[src/rtl/fpu_pkg.sv]
// Shared FPU op-code constants, sequencer state type and decode helpers.
// Used by the sequencer and by the instruction decoder.
package fpu_pkg;

    localparam logic [3:0] OP_ADD     = 4'd0;
    localparam logic [3:0] OP_SUB     = 4'd1;
    localparam logic [3:0] OP_MUL     = 4'd2;
    localparam logic [3:0] OP_DIV     = 4'd3;
    localparam logic [3:0] OP_CMP_EQ  = 4'd4;
    localparam logic [3:0] OP_CMP_LT  = 4'd5;
    localparam logic [3:0] OP_CMP_LE  = 4'd6;
    localparam logic [3:0] OP_I2F_W   = 4'd7;
    localparam logic [3:0] OP_F2I_W   = 4'd8;
    localparam logic [3:0] OP_I2F_WU  = 4'd9;
    localparam logic [3:0] OP_F2I_WU  = 4'd10;
    localparam logic [3:0] OP_SGNJ    = 4'd11;
    localparam logic [3:0] OP_SGNJN   = 4'd12;
    localparam logic [3:0] OP_SGNJX   = 4'd13;
    localparam logic [3:0] OP_RSVD14  = 4'd14;
    localparam logic [3:0] OP_INVALID = 4'd15;

    typedef enum logic [1:0] {
        CLS_SINGLE  = 2'd0,
        CLS_MULTI   = 2'd1,
        CLS_INVALID = 2'd2
    } fpu_class_e;

    typedef enum logic [1:0] {
        ST_IDLE = 2'd0,
        ST_BUSY = 2'd1,
        ST_DONE = 2'd2
    } fpu_state_e;

    function automatic fpu_class_e op_class(input logic [3:0] code);
        fpu_class_e cls;
        case (code)
            OP_MUL, OP_DIV: cls = CLS_MULTI;
            OP_ADD, OP_SUB, OP_CMP_EQ, OP_CMP_LT, OP_CMP_LE,
            OP_I2F_W, OP_F2I_W, OP_I2F_WU, OP_F2I_WU,
            OP_SGNJ, OP_SGNJN, OP_SGNJX: cls = CLS_SINGLE;
            OP_RSVD14, OP_INVALID: cls = CLS_INVALID;
            default: cls = CLS_INVALID;
        endcase
        return cls;
    endfunction

    // Compares and float-to-int conversions produce integer results.
    function automatic logic wb_is_xreg(input logic [3:0] code);
        return (code == OP_CMP_EQ) || (code == OP_CMP_LT) || (code == OP_CMP_LE) ||
               (code == OP_F2I_W) || (code == OP_F2I_WU);
    endfunction

endpackage

[src/rtl/fpu_lat_counter.sv]
// 4-bit latency down-counter: loadable, saturates at zero, reports zero.
module fpu_lat_counter (
    input  logic       clk,
    input  logic       rst_n,
    input  logic       load,
    input  logic       en,
    input  logic [3:0] load_val,
    output logic       zero
);

    logic [3:0] count;

    always_ff @(posedge clk or negedge rst_n) begin
        if (!rst_n) begin
            count <= 4'd0;
        end else if (load) begin
            count <= load_val;
        end else if (en && (count != 4'd0)) begin
            count <= count - 4'd1;
        end
    end

    assign zero = (count == 4'd0);

endmodule

[src/rtl/fpu_op_sequencer.sv]
// FPU issue sequencer: single-cycle ops write back immediately, mul/div
// stall the pipeline for their latency, then write back in a DONE cycle.
module fpu_op_sequencer
    import fpu_pkg::*;
#(
    parameter int MUL_LAT = 2,
    parameter int DIV_LAT = 12
) (
    input  logic       CLK,
    input  logic       RST,
    input  logic       FPU_OP,
    input  logic [3:0] FPU_CONTROL,
    input  logic       FLUSH,
    output logic       STALL,
    output logic       UNIT_START,
    output logic [3:0] UNIT_CTRL,
    output logic       FREG_WE,
    output logic       XREG_WE,
    output logic       ILLEGAL,
    output fpu_state_e dbg_state
);

    // Handshake: FPU_OP is the valid; STALL is the inverse of ready. An
    // instruction is consumed in the first cycle FPU_OP=1 with STALL=0, and
    // the core holds FPU_OP/FPU_CONTROL stable for as long as STALL=1.

    fpu_state_e state, next_state;
    fpu_class_e op_cls;
    logic [3:0] code_q;
    logic [3:0] lat_m1;
    logic       cnt_load, cnt_en, cnt_zero;

    assign op_cls = op_class(FPU_CONTROL);
    assign lat_m1 = (FPU_CONTROL == OP_DIV) ? 4'(DIV_LAT - 1) : 4'(MUL_LAT - 1);

    fpu_lat_counter u_lat_counter (
        .clk      (CLK),
        .rst_n    (RST),
        .load     (cnt_load),
        .en       (cnt_en),
        .load_val (lat_m1),
        .zero     (cnt_zero)
    );

    always_ff @(posedge CLK or negedge RST) begin
        if (!RST) begin
            state  <= ST_IDLE;
            code_q <= 4'd0;
        end else begin
            state <= next_state;
            if (cnt_load) begin
                code_q <= FPU_CONTROL;
            end
        end
    end

    always_comb begin
        next_state = state;
        STALL      = 1'b0;
        UNIT_START = 1'b0;
        UNIT_CTRL  = FPU_CONTROL;
        FREG_WE    = 1'b0;
        XREG_WE    = 1'b0;
        ILLEGAL    = 1'b0;
        cnt_load   = 1'b0;
        cnt_en     = 1'b0;

        case (state)
            ST_IDLE: begin
                if (FPU_OP) begin
                    case (op_cls)
                        CLS_SINGLE: begin
                            XREG_WE = wb_is_xreg(FPU_CONTROL);
                            FREG_WE = !wb_is_xreg(FPU_CONTROL);
                        end
                        CLS_MULTI: begin
                            STALL      = 1'b1;
                            UNIT_START = 1'b1;
                            cnt_load   = 1'b1;
                            next_state = ST_BUSY;
                        end
                        default: ILLEGAL = 1'b1;
                    endcase
                end
            end
            ST_BUSY: begin
                STALL     = 1'b1;
                UNIT_CTRL = code_q;
                cnt_en    = 1'b1;
                if (cnt_zero) begin
                    next_state = ST_DONE;
                end
            end
            ST_DONE: begin
                // The stalled instruction retires here; FPU_OP is not re-decoded.
                UNIT_CTRL  = code_q;
                FREG_WE    = 1'b1;
                next_state = ST_IDLE;
            end
            default: next_state = ST_IDLE;
        endcase

        if (FLUSH) begin
            next_state = ST_IDLE;
            STALL      = 1'b0;
            UNIT_START = 1'b0;
            FREG_WE    = 1'b0;
            XREG_WE    = 1'b0;
            ILLEGAL    = 1'b0;
            cnt_load   = 1'b0;
            cnt_en     = 1'b0;
        end

        // Outputs must be quiet for the whole time reset is held, not just after an edge.
        if (!RST) begin
            STALL      = 1'b0;
            UNIT_START = 1'b0;
            FREG_WE    = 1'b0;
            XREG_WE    = 1'b0;
            ILLEGAL    = 1'b0;
        end
    end

    assign dbg_state = state;

endmodule

[config.mk]
export PLATFORM = sky130hd
export DESIGN_NAME = fpu_op_sequencer
export DESIGN_NICKNAME = d
export VERILOG_FILES = /design/src/rtl/fpu_pkg.sv /design/src/rtl/fpu_lat_counter.sv /design/src/rtl/fpu_op_sequencer.sv
export SDC_FILE = /design/constraint.sdc
export NUM_CORES = 1
export LEC_CHECK = 0
export ABC_AREA = 1
export BUFFER_PORTS_ARGS = -buffer_cell sky130_fd_sc_hd__buf_2
export CORE_MARGIN = 2
export CORE_UTILIZATION = 54
export CTS_BUF_LIST = sky130_fd_sc_hd__clkbuf_4 sky130_fd_sc_hd__clkbuf_8 sky130_fd_sc_hd__clkbuf_16
export DETAILED_ROUTE_END_ITERATION = 6
export GPL_ROUTABILITY_DRIVEN = 1
export GPL_TIMING_DRIVEN = 0
export PLACE_DENSITY = 0.93
export REMOVE_ABC_BUFFERS = 1
export SLEW_MARGIN = 0
export SYNTH_ARGS = -nofsm -noshare
export SYNTH_HDL_FRONTEND = slang
export SYNTH_SLANG_ARGS = --single-unit
[constraint.sdc]
create_clock -name CLK -period 1.99 [get_ports CLK]
set_input_delay 0.398 -clock CLK [delete_from_list [all_inputs] [get_ports CLK]]
set_output_delay 0.398 -clock CLK [all_outputs]
set_load 0.05 [all_outputs]
==> flow_summary.ini <==
[grt]
grt-ovfl-total = 0
maximum_number_of_pins_on_one_net_before_global_route_repair = 11
grt_pass1_wl_mm = 2.86
antenna_violations_before_repair = 0
total_routing_usage_reported_by_global_routing = 0.281
via_count_of_the_first_global_routing_pass = 641

[setup_path]
worst-r2r-cell-count = 9
timing.rr.end = u_lat_counter.count[1]
worstPathArrival_ps = 1550
beginning_of_the_worst_register_to_register_path = dbg_state[1]
data_required_time_at_the_worst_endpoint_ps = 1590
critical_path_peak_fanout = 7
endpoint_kind = primary output
cp_slowest_stage_delay_ps = 420
critPathSlowestCell = sky130_fd_sc_hd__dfrtp_1
r2r_setup_slack_ps = 520
path_class = reg2out
worstSetupStartpointType = register
worstPathCellList = inv_2 -> ha_4 -> nand3_2 -> inv_2 -> nand2_4 -> a21boi_2 -> buf_6
path_buf_inv = 3
critical_path.top_delay_family = flip-flops
cell_with_the_most_instances_on_the_worst_path = sky130_fd_sc_hd__inv_2

[clock_network]
clk_latency_ps = 280
cts_max_path_buffers = 2
tritoncts = built
htreeDepth = 1
clk_transition_reported_paths_ps = 80
numCtsBuffers = 3
numClockSinks = 10
cts.root.buffer_cell = sky130_fd_sc_hd__clkbuf_4

[hold_path]
worst_hold_path.endpoint = dbg_state[1]
hp-class = in2reg
hold_start = FLUSH
min_delay_path_depth = 4

[power_and_ir_drop]
leakagePower_nw = 0.516
vdd_drop_max_uv = 1010
p_clk_frac = 0.129
pwr_density_cell_nw_per_um2 = 1580
switching_power_w = 0.000784
power_w = 0.00150
power.sequential.fraction = 0.230
internal_power_w = 0.000720
combPwrFrac = 0.641
swShare = 0.521

[route]
antenna_left = 0
post-route-drc-count = 0
drt_pre_antenna_iters = 4
wl_mm = 1.86
vias_per_cell = 5.23
wl_per_cell_um = 13.1
dr_total_vias = 742
drtIter0Drc = 4

[run_status]
outcome = complete, no violations

[logic_synthesis]
syn_area_per_cell_um2 = 7.05
yosysSeqAreaShare = 0.351
yosys.cell_types.count = 19
synth-seq-cells = 10
yosysWarningCount = 0
synth_area_um2 = 712
synth_cells = 101

[placement]
place_ws_ps = 109
routabilityCongestion = 0.886
placed_area_um2 = 821
dp_hpwl_mm = 1.18
port-buffer-count = 18

[timing]
grt_setup_unrepaired = yes
finalHoldViolCount = 0
period_needed_ps = 1940
post_route_fraction_of_the_period_consumed_by_the_critical_path = 0.977
skew_ps = 5.24
maxClockFrequency_ghz = 0.514
maxSlewViolCount = 0
relSlewSlack = 0.673
final_setup_violating_endpoints = 0
worst_case_setup_margin_in_the_final_layout_ps = 45.8
timing_worst_slew_pin_value_ps = 489

[die]
fp-row-count = 13
initial_utilization = 0.561
die_height_um = 40.3
design.core.area_um2 = 1270
die_width_um = 40.3
fp.dieArea_um2 = 1620
io-pin-count = 19

[final_layout]
insertedDiodeCount = 0
nets = 141
areaGrowthSynthToFinish_pct = 33.6
fraction_of_final_layout_cells_sized_beyond_drive_strength_1 = 0.370
finish.instance_area_um2 = 951

[run]
drv_cap = 0
[sequential cells by signal, indices dropped and copies added (netlist names)]
| register | flops |
|---|---|
| code_q | 4 |
| dbg_state | 2 |
| u_lat_counter.count | 4 |
[cell usage after synthesis (all sizes together)]
| cell type | n | share of area |
|---|---|---|
| a21boi | 1 | 0.011 |
| a21oi | 5 | 0.035 |
| clkinv | 1 | 0.0053 |
| dfrtp | 10 | 0.35 |
| ha | 5 | 0.088 |
| inv | 18 | 0.095 |
| nand2 | 28 | 0.17 |
| nand3 | 12 | 0.091 |
| nand4 | 1 | 0.0088 |
| nor2 | 13 | 0.090 |
| o21ai | 6 | 0.047 |
| xor2 | 1 | 0.012 |
[metrics by stage]
step                       util  hold WS (ps)  setup TNS [ps]  instances
after floorplan               -           102           -3650        101
after global placement    0.647           287               0        134
after detailed placement  0.647           291               0        134
after CTS                 0.717           436               0        140
after global routing      0.750           453           -93.9        142
final                     0.750           425               0        142
[timing repair]
item | in CTS | in global routing
pin swaps | 1 | 1
buffers inserted | 1 | 2
hold buffers | 1 | 0
endpoints found under the setup margin | 8 | 7
gates resized for setup | 11 | 13
endpoints found under the hold margin | 10 | 0
[per-layer routing]
metal  global-route usage  part of all wire  up-vias
li1                     -                 -      367
met1                0.314              0.42      333
met2                0.488              0.49       32
met3               0.0667             0.052       10
met4                0.150             0.035        0
met5                    0                 0        -
[how the worst max path moves through the flow]
stage	to	cells past startpoint	from	slack (ps)
2_1_floorplan	UNIT_CTRL[2]	3	dbg_state[0]	-720
3_3_place_gp	STALL	7	dbg_state[0]	150
3_5_place_dp	STALL	7	dbg_state[0]	110
4_1_cts	FREG_WE	9	dbg_state[1]	20
5_1_grt	FREG_WE	9	dbg_state[1]	-60
6_report	STALL	7	dbg_state[1]	50
[layout make-up]
type                       instances  area, µm²
timing repair buffer              22        153
sequential                        10        250
inverter                          19       71.3
fill                              95        318
clock buffer                       4       36.3
tap                               15       18.8
multi-input combinational         72        422
[cells in the final DEF (no fill, tap or decap), types with 2 or more instances in the layout]
cell                       instances
sky130_fd_sc_hd__nand2_1          22
sky130_fd_sc_hd__inv_1            12
sky130_fd_sc_hd__buf_2            12
sky130_fd_sc_hd__nand3_1          10
sky130_fd_sc_hd__dfrtp_1          10
sky130_fd_sc_hd__nor2_1            8
sky130_fd_sc_hd__inv_2             6
sky130_fd_sc_hd__a21oi_1           5
sky130_fd_sc_hd__nand2_2           5
sky130_fd_sc_hd__nor2_2            4
sky130_fd_sc_hd__ha_1              4
sky130_fd_sc_hd__clkbuf_4          4
sky130_fd_sc_hd__buf_6             4
sky130_fd_sc_hd__buf_4             4
sky130_fd_sc_hd__o21ai_0           3
sky130_fd_sc_hd__nand3_2           2
sky130_fd_sc_hd__o21ai_1           2
[power by group through the flow]
stage,Combinational [W],Clock [W],Sequential (W)
2_1_floorplan,0.000616,0,0.000392
3_3_place_gp,0.000808,0,0.000342
3_5_place_dp,0.000833,0,0.000350
4_1_cts,0.000912,0.000192,0.000346
5_1_grt,0.00106,0.000213,0.000355
6_report,0.000964,0.000195,0.000346
[cells by family (layout without fill, tap and decap cells)]
family / after synthesis / in the layout / share of synthesized area
DFF: 10 / 10 / 0.351
buffers and inverters: 19 / 45 / 0.100
xor gates and xnor gates: 1 / 1 / 0.0123
adders and majority gates: 5 / 5 / 0.0879
AOI/OAI and AO/OA: 12 / 12 / 0.0931
and+or+nand+nor: 54 / 54 / 0.355
[worst min-delay path, stage by stage]
cell and delay [ps]:
sky130_fd_sc_hd__buf_2 90, sky130_fd_sc_hd__inv_2 60, sky130_fd_sc_hd__nand2_1 60, sky130_fd_sc_hd__o21ai_1 60
Power figures use the tool's default switching activity.
